## src/rtl/synth_pkg.sv

```systemverilog
// Shared constants and types for the synth audio path (generator and demodulator).
package synth_pkg;

  localparam int SAMPLE_W   = 12;
  localparam int PWM_PERIOD = 1 << SAMPLE_W;

  typedef enum logic {
    IDLE,
    MEASURE
  } demod_state_e;

endpackage

```

## src/rtl/sync_edge.sv

```systemverilog
// Two-flop synchronizer with rising-edge detect for asynchronous single-bit inputs.
module sync_edge (
  input  logic clk_i,
  input  logic rst_i,
  input  logic d_i,
  output logic level_o,
  output logic rise_o
);

  logic s1_q;
  logic s2_q;
  logic s2_prev_q;

  always_ff @(posedge clk_i or posedge rst_i) begin
    if (rst_i) begin
      s1_q      <= 1'b0;
      s2_q      <= 1'b0;
      s2_prev_q <= 1'b0;
    end else begin
      s1_q      <= d_i;
      s2_q      <= s1_q;
      s2_prev_q <= s2_q;
    end
  end

  assign level_o = s2_q;
  assign rise_o  = s2_q & ~s2_prev_q;

endmodule

```

## src/rtl/pwm_audio_demod.sv

```systemverilog
// Recovers one PCM sample per PWM frame by timing the high portion between rising edges,
// and flags stuck lines and off-period frames.
module pwm_audio_demod #(
  parameter int SAMPLE_W = synth_pkg::SAMPLE_W,
  parameter int PERIOD   = synth_pkg::PWM_PERIOD,
  parameter int TOL      = 8
) (
  input  logic                clk_i,
  input  logic                rst_i,
  input  logic                ena_i,
  input  logic                pwm_in_i,
  output logic [SAMPLE_W-1:0] sample_out_o,
  output logic                sample_valid_o,
  output logic                stuck_o,
  output logic                period_err_o
);
  import synth_pkg::*;

  localparam int CNT_W = $clog2(2 * PERIOD) + 1;
  localparam logic [CNT_W-1:0] SAT_CNT      = CNT_W'((1 << SAMPLE_W) - 1);
  localparam logic [CNT_W-1:0] TIMEOUT_LAST = CNT_W'(2 * PERIOD - 1);
  localparam logic [CNT_W-1:0] PER_MIN      = CNT_W'(PERIOD - TOL);
  localparam logic [CNT_W-1:0] PER_MAX      = CNT_W'(PERIOD + TOL);
  localparam logic [SAMPLE_W-1:0] SAT_SAMPLE = SAT_CNT[SAMPLE_W-1:0];

  logic level;
  logic rise;

  sync_edge u_sync (
    .clk_i   (clk_i),
    .rst_i   (rst_i),
    .d_i     (pwm_in_i),
    .level_o (level),
    .rise_o  (rise)
  );

  demod_state_e        state_q, state_d;
  logic [CNT_W-1:0]    period_cnt_q, period_cnt_d;
  logic [CNT_W-1:0]    high_cnt_q, high_cnt_d;
  logic [SAMPLE_W-1:0] sample_q, sample_d;
  logic                valid_q, valid_d;
  logic                stuck_q, stuck_d;
  logic                err_q, err_d;

  // Timeout fires on the cycle the period count would reach 2*PERIOD, so strobes
  // repeat exactly every 2*PERIOD clocks; a coincident rise takes priority.
  always_comb begin
    state_d      = state_q;
    period_cnt_d = period_cnt_q;
    high_cnt_d   = high_cnt_q;
    sample_d     = sample_q;
    valid_d      = 1'b0;
    err_d        = 1'b0;
    stuck_d      = stuck_q;
    if (!ena_i) begin
      state_d      = IDLE;
      period_cnt_d = '0;
      high_cnt_d   = '0;
    end else begin
      case (state_q)
        IDLE: begin
          period_cnt_d = '0;
          high_cnt_d   = '0;
          if (rise) begin
            state_d      = MEASURE;
            period_cnt_d = CNT_W'(1);
            high_cnt_d   = CNT_W'(1);
          end
        end
        MEASURE: begin
          if (rise) begin
            sample_d     = (high_cnt_q > SAT_CNT) ? SAT_SAMPLE : high_cnt_q[SAMPLE_W-1:0];
            valid_d      = 1'b1;
            err_d        = (period_cnt_q < PER_MIN) || (period_cnt_q > PER_MAX);
            stuck_d      = 1'b0;
            period_cnt_d = CNT_W'(1);
            high_cnt_d   = CNT_W'(1);
          end else if (period_cnt_q == TIMEOUT_LAST) begin
            sample_d     = level ? SAT_SAMPLE : '0;
            valid_d      = 1'b1;
            stuck_d      = 1'b1;
            period_cnt_d = '0;
            high_cnt_d   = '0;
          end else begin
            period_cnt_d = period_cnt_q + CNT_W'(1);
            if (level) begin
              high_cnt_d = high_cnt_q + CNT_W'(1);
            end
          end
        end
        default: state_d = IDLE;
      endcase
    end
  end

  always_ff @(posedge clk_i or posedge rst_i) begin
    if (rst_i) begin
      state_q      <= IDLE;
      period_cnt_q <= '0;
      high_cnt_q   <= '0;
      sample_q     <= '0;
      valid_q      <= 1'b0;
      stuck_q      <= 1'b0;
      err_q        <= 1'b0;
    end else begin
      state_q      <= state_d;
      period_cnt_q <= period_cnt_d;
      high_cnt_q   <= high_cnt_d;
      sample_q     <= sample_d;
      valid_q      <= valid_d;
      stuck_q      <= stuck_d;
      err_q        <= err_d;
    end
  end

  assign sample_out_o   = sample_q;
  assign sample_valid_o = valid_q;
  assign stuck_o        = stuck_q;
  assign period_err_o   = err_q;

endmodule

```

## config.mk

```make
export PLATFORM = sky130hd
export DESIGN_NAME = pwm_audio_demod
export DESIGN_NICKNAME = d
export VERILOG_FILES = /design/src/rtl/synth_pkg.sv /design/src/rtl/sync_edge.sv /design/src/rtl/pwm_audio_demod.sv
export SDC_FILE = /design/constraint.sdc
export NUM_CORES = 1
export LEC_CHECK = 0
export ABC_AREA = 0
export CELL_PAD_IN_SITES_DETAIL_PLACEMENT = 1
export CELL_PAD_IN_SITES_GLOBAL_PLACEMENT = 2
export CORE_ASPECT_RATIO = 0.75
export CORE_MARGIN = 2
export CORE_UTILIZATION = 34
export CTS_CLUSTER_DIAMETER = 100
export CTS_CLUSTER_SIZE = 24
export DETAILED_ROUTE_END_ITERATION = 10
export PLACE_DENSITY = 0.72
export SLEW_MARGIN = 15
export SYNTH_ARGS = -nofsm -noshare
export SYNTH_HDL_FRONTEND = slang
export SYNTH_SLANG_ARGS = --single-unit
```

## constraint.sdc

```tcl
create_clock -name clk_i -period 2 [get_ports clk_i]
set_clock_uncertainty 0.15 [all_clocks]
set_input_delay 0.3 -clock clk_i [delete_from_list [all_inputs] [get_ports clk_i]]
set_output_delay 0.3 -clock clk_i [all_outputs]
set_load 0.005 [all_outputs]
```

# [Yosys cells after proc, flatten, opt, wreduce, memory -nomap -nowiden]
# Index checks and enable logic that the tools add are counted.
[word_totals] word_cells=49 in_bits=4 ff_bits=47 output_inout_bits=15
[op_classes] reduce_logical=3 mux=26 n_eq_ne=2 n_addsub=2 order_cmp=3 n_bitwise=3
[op_table] cell="2-to-1 mux 14 bit" n=7
[op_table] cell="one-hot mux 14 bit (2 select lines)" n=2
[op_table] cell="2-to-1 mux 12 bit" n=4
[op_table] cell="adder 14 x 1 -> 14 bit (second input constant)" n=2
[op_table] cell="== test 14 x 13 -> 1 bit (second input constant)" n=1
[op_table] cell="> comparator 14 x 12 -> 1 bit (second input constant)" n=1
[op_table] cell="> comparator 14 x 13 -> 1 bit (second input constant)" n=1
[op_table] cell="less-than comparator 14 x 12 -> 1 bit (second input constant)" n=1
[op_table] cell="2-to-1 mux 1 bit" n=13
[op_table] cell="inequality test 5 x 3 -> 1 bit (second input constant)" n=1
[op_table] cell="AND reduction 3 bit" n=1
[op_table] cell="inverter 1 bit" n=2
[op_table] cell="nonzero test 2 bit" n=1
[op_table] cell="bitwise AND 1 bit" n=1
[op_table] cell="logical OR 1 bit" n=1

# [Longest topological paths before layout]
# Gate-level depths: netlist of run 1.
[logic_depth] depth_word=6 ltp_mapped=7 mapped_depth_nobuf=5

# [Hierarchy]
# From an unflattened synthesis of run 1, not the netlist that was laid out.
[hier_totals] hier_cells=196 hier_area_um2=2165.8
[by_module_without_submodules] mod="pwm_audio_demod" area_per_inst_um2=2073.2 instances=1 cells_each=191
[by_module_without_submodules] mod="sync_edge" area_per_inst_um2=92.6 instances=1 cells_each=5

# [Worst setup path before layout of run 1]
# No wires, ideal clock.
[synth_timing] kind="register -> register" from="register period_cnt_q[0]" to="register high_cnt_q[13]" required_ps=1731 stages_incl_launch_ff=8 n_path_buf=2 path_slack_ps=106 arrival_time_ps=1626 setup_ps=119 path_cell_list="dfrtp_1 -> ha_1 -> nand3_1 -> nor4_4 -> or3b_1 -> buf_6 -> buf_8 -> nor2_1"
[synth_between] elab_chain_len=5 elab_cells_between_ends=6 classes_between="2 x eq/ne; 4 x mux"
[synth_rtl] element="from (decl)" line_no="pwm_audio_demod.sv:38" rtl="logic [CNT_W-1:0] period_cnt_q, period_cnt_d;"
[synth_rtl] element="from (signal assigned)" line_no="pwm_audio_demod.sv:107" rtl="period_cnt_q <= period_cnt_d;"
[synth_rtl] element="== test 14 x 13 -> 1 bit *" line_no="pwm_audio_demod.sv:78" rtl="end else if (period_cnt_q == TIMEOUT_LAST) begin"
[synth_rtl] element="2-to-1 mux 14 bit" line_no="pwm_audio_demod.sv:78"
[synth_rtl] element="2-to-1 mux 14 bit" line_no="pwm_audio_demod.sv:71" rtl="if (rise) begin"
[synth_rtl] element="one-hot mux 14 bit (2 select lines)" line_no="pwm_audio_demod.sv:60" rtl="case (state_q)"
[synth_rtl] element="2-to-1 mux 14 bit" line_no="pwm_audio_demod.sv:55" rtl="if (!ena_i) begin"
[synth_rtl] element="to (signal assigned)" line_no="pwm_audio_demod.sv:108" rtl="high_cnt_q <= high_cnt_d;"
[synth_rtl] element="to (decl)" line_no="pwm_audio_demod.sv:39" rtl="logic [CNT_W-1:0] high_cnt_q, high_cnt_d;"
# Every way passes the cells marked *; elsewhere a longest branch is shown, timed or not.
# A chain may end at the register's enable or synchronous reset.

# [Final worst setup path of run 1]
[layout_timing] from="register period_cnt_q[0]" to="register high_cnt_q[9]"
# The elaborated chain is that of the path after synthesis.

==> results of run 1 <==
[placed cells by master (no fill, tap or decap), types with 2 or more instances in the layout]
cell type        count
o21a_1               2
clkbuf_8             5
o2bb2ai_1           12
clkdlybuf4s50_1     18
buf_4               18
xor2_1               8
nand4b_1             3
nor2_1              42
dfrtp_1             47
nor3_1               7
nand3_1              7
nor4_1               6
nand2_1             11
buf_12               3
a21oi_1              4
or3_1                2
xnor2_1             15
nand4_1              7
inv_1                5
ha_1                 2
clkinv_2             3
[logic make-up after synthesis]
group / synth area share, %
xor+xnor: 9.25
compound gates: 8.62
flops: 54.0
simple gates: 22.2
mux: 0.460
buf+inv: 4.25
fa+ha+maj: 1.15
[stage by stage]
| stage | util, % | cells | hold WS, ns | area (sq um) |
|---|---|---|---|---|
| finish | 42.6 | 325 | 0.191 | 2670 |
| detailed placement | 41.3 | 317 | 0.187 | 2580 |
| CTS | 42.6 | 325 | 0.205 | 2670 |
| global route | 42.6 | 325 | 0.216 | 2670 |
| global placement | 41.3 | 317 | 0.183 | 2580 |
| floorplan | - | 205 | 0.181 | 2180 |
[metal layers]
metal	vias to the layer above	GRT usage [%]	wire, microns
li1	786	-	-
met5	-	0	0
met4	0	5.16	57
met3	5	3.69	131
met1	773	24.1	2630
met2	25	20.5	2010
[final cells by class]
class	count	share of cell area, %
flip-flops and latches	47	44.1
multi-input cells	144	34.1
repair buffers	39	14.1
well taps	81	3.80
clock buffers	5	2.58
inverters	6	0.844
clock inverters	3	0.563
[path summary, 6_finish.rpt]
| path | from | end | slack [ns] | cells after the start |
|---|---|---|---|---|
| max | period_cnt_q[0]$_DFF_PP0_ | high_cnt_q[9]$_DFFE_PP0P_ | 0.17 | 6 |
| min | rst_i | high_cnt_q[11]$_DFFE_PP0P_ | 0.19 | 3 |
| max reg2reg | period_cnt_q[0]$_DFF_PP0_ | high_cnt_q[9]$_DFFE_PP0P_ | 0.17 | 6 |
| min reg2reg | u_sync.s1_q$_DFF_PP0_ | u_sync.level_o$_DFF_PP0_ | 0.20 | 0 |
| max in group asynchronous | rst_i | period_cnt_q[12]$_DFF_PP0_ | 1.27 | 3 |
| min in group clk_i | u_sync.s1_q$_DFF_PP0_ | u_sync.level_o$_DFF_PP0_ | 0.20 | 0 |
[cell usage after synthesis (all sizes together), types with 2 or more instances]
cell,instances
o21a,2
nor3,7
a21oi,4
nand4b,3
nor2,42
o21ai,2
o2bb2ai,12
nor4,7
nand4,8
ha,2
xor2,8
nand2,11
dfrtp,47
buf,6
clkbuf,2
or3,2
nand3,7
inv,6
xnor2,15
[worst min-delay path, cell delays in order]
cell	delay [ns]
clkdlybuf4s50_1	0.41
inv_2	0.07
buf_12	0.24
[power groups by stage]
stage / logic, W / registers [W] / clock network, W
CTS: 0.000242 / 0.00104 / 0.000601
detailed placement: 0.000239 / 0.00106 / 0
global placement: 0.000239 / 0.00106 / 0
floorplan: 0.0000934 / 0.00106 / 0
global route: 0.000263 / 0.00105 / 0.000635
finish: 0.000236 / 0.00104 / 0.000571
==> flow_metrics.env, run 1 <==
export IMPL_p_int_w=0.00140
export IMPL_cts_tree="done"
export IMPL_hpwl_mm=3.27
export IMPL_numCtsBuffers=5
export IMPL_cp_top_family="simple AND/OR/NAND/NOR gates"
export IMPL_cts_buffer_depth=2
export IMPL_maxCapViolations=0
export IMPL_drc_errors=0
export IMPL_die_width_microns=96.4
export IMPL_register_area_sq_um=1180
export IMPL_max_freq_mhz=548
export IMPL_synth_fp_nets=211
export IMPL_gp_congestion=0.756
export IMPL_ys_ff_latch=47
export IMPL_synth_distinct_cells=36
export IMPL_synth_edf_count=0
export IMPL_power_w=0.00185
export IMPL_p_switching_w=0.000453
export IMPL_p_leak_nw=1.12
export IMPL_synth_area_top_cells="dfrtp_1 (54%), nor2_1 (7.2%), xnor2_1 (6.0%), o2bb2ai_1 (4.8%), xor2_1 (3.2%)"
export IMPL_layout_filler_cells=700
export IMPL_yosysWarnings=0
export IMPL_cpPeakStageDelay_ns=0.39
export IMPL_clock_sinks=47
export IMPL_drive_above_1_share_pct=13.9
export IMPL_synth_top_cell_area_share_pct=54.0
export IMPL_ant_nets=0
export IMPL_fin_nets=249
export IMPL_ir_drop_uv=361
export IMPL_synth_top_area_cell="dfrtp_1"
export IMPL_synthCells=205
export IMPL_max_slew_worst_pin_slew_ns=0.450
export IMPL_run_status="complete, no violations"
export IMPL_final_max_slew_violation_count=0
export IMPL_worstHoldPathType="primary input to asynchronous set/reset pin"
export IMPL_setup_ws_ns=0.175
export IMPL_syn_cell_area_sq_um=2180
export IMPL_coreArea_sq_um=6260
export IMPL_post_place_ws_ns=0.0276
export IMPL_port_buffers=18
export IMPL_switching_share_pct=24.5
export IMPL_clk_pin_slew_ns=0.09
export IMPL_synth_ff_type="dfrtp_1"
export IMPL_clock_root_buffer="clkbuf_8"
export IMPL_dr_pass1_iters=4
export IMPL_ios=19
export IMPL_required_ns=2.04
export IMPL_combPwrFrac_pct=12.8
export IMPL_post_route_period_util_pct=91.3
export IMPL_seq_power_share_pct=56.3
export IMPL_wire_per_inst_microns=14.9
export IMPL_grt_pass1_vias=1560
export IMPL_vias_per_cell=4.89
export IMPL_async_flop_share_pct=100
export IMPL_grt_overflow_total=0
export IMPL_die_area_sq_um=7070
export IMPL_postCtsHoldBufs=0
export IMPL_crit_arrival_ns=1.86
export IMPL_crit_type="register to register"
export IMPL_post_route_min_period_ns=1.83
export IMPL_power_frac_clock_pct=30.9
export IMPL_grt_antenna_before_repair=0
export IMPL_cellPowerDensity_nw_per_um2=693
export IMPL_grt_util_all_layers_pct=15.4
export IMPL_max_slew_margin_pct=70.0
export IMPL_seq_area_frac_synth_pct=54.0
export IMPL_setup_tns_ns=0
export IMPL_grt_pass1_wl_mm=8.12
export IMPL_crit_fanout=26
export IMPL_hold_viol_final=0
export IMPL_drt_wl_total_mm=4.83
export IMPL_clock_latency_ns=0.30
export IMPL_initial_utilization_pct=34.8
export IMPL_multiInputGateArea_sq_um=908
export IMPL_drt_iter0_drc=69
export IMPL_cts_setup_buffers=0
export IMPL_ctsResizeCount=0
export IMPL_critPathSlowestCell="nor4_4"
export IMPL_syn_area_per_cell_sq_um=10.6
export IMPL_cp_num_buf_inv=1
export IMPL_crit_chain="ha_1 > nand3_1 > nor4_4 > or3b_1 > buf_12 > nor2_1"
export IMPL_die_h_microns=73.3
export IMPL_end_kind="register"
export IMPL_vias=1589
export IMPL_cts_htree_levels=2
export IMPL_num_antenna_cells=0
export IMPL_rsz0062_at_grt="false"
export IMPL_grt_max_degree=48
export IMPL_area_delta_synth_final_pct=22.5
export IMPL_critPathLaunchType="register"
export IMPL_setup_viol=0
export IMPL_row_count=25
No activity file was read; power rests on OpenSTA's default activity.
==> run 2: changes to the inputs <==
--- a/config.mk
+++ b/config.mk
@@ -14,6 +14,7 @@
 export CTS_CLUSTER_DIAMETER = 100
 export CTS_CLUSTER_SIZE = 24
 export DETAILED_ROUTE_END_ITERATION = 10
+export GPL_ROUTABILITY_DRIVEN = 0
 export PLACE_DENSITY = 0.72
 export SLEW_MARGIN = 15
 export SYNTH_ARGS = -nofsm -noshare
==> results of run 2 <==
Same layout as run 1: the final DEF is identical, and so are final timing and power.
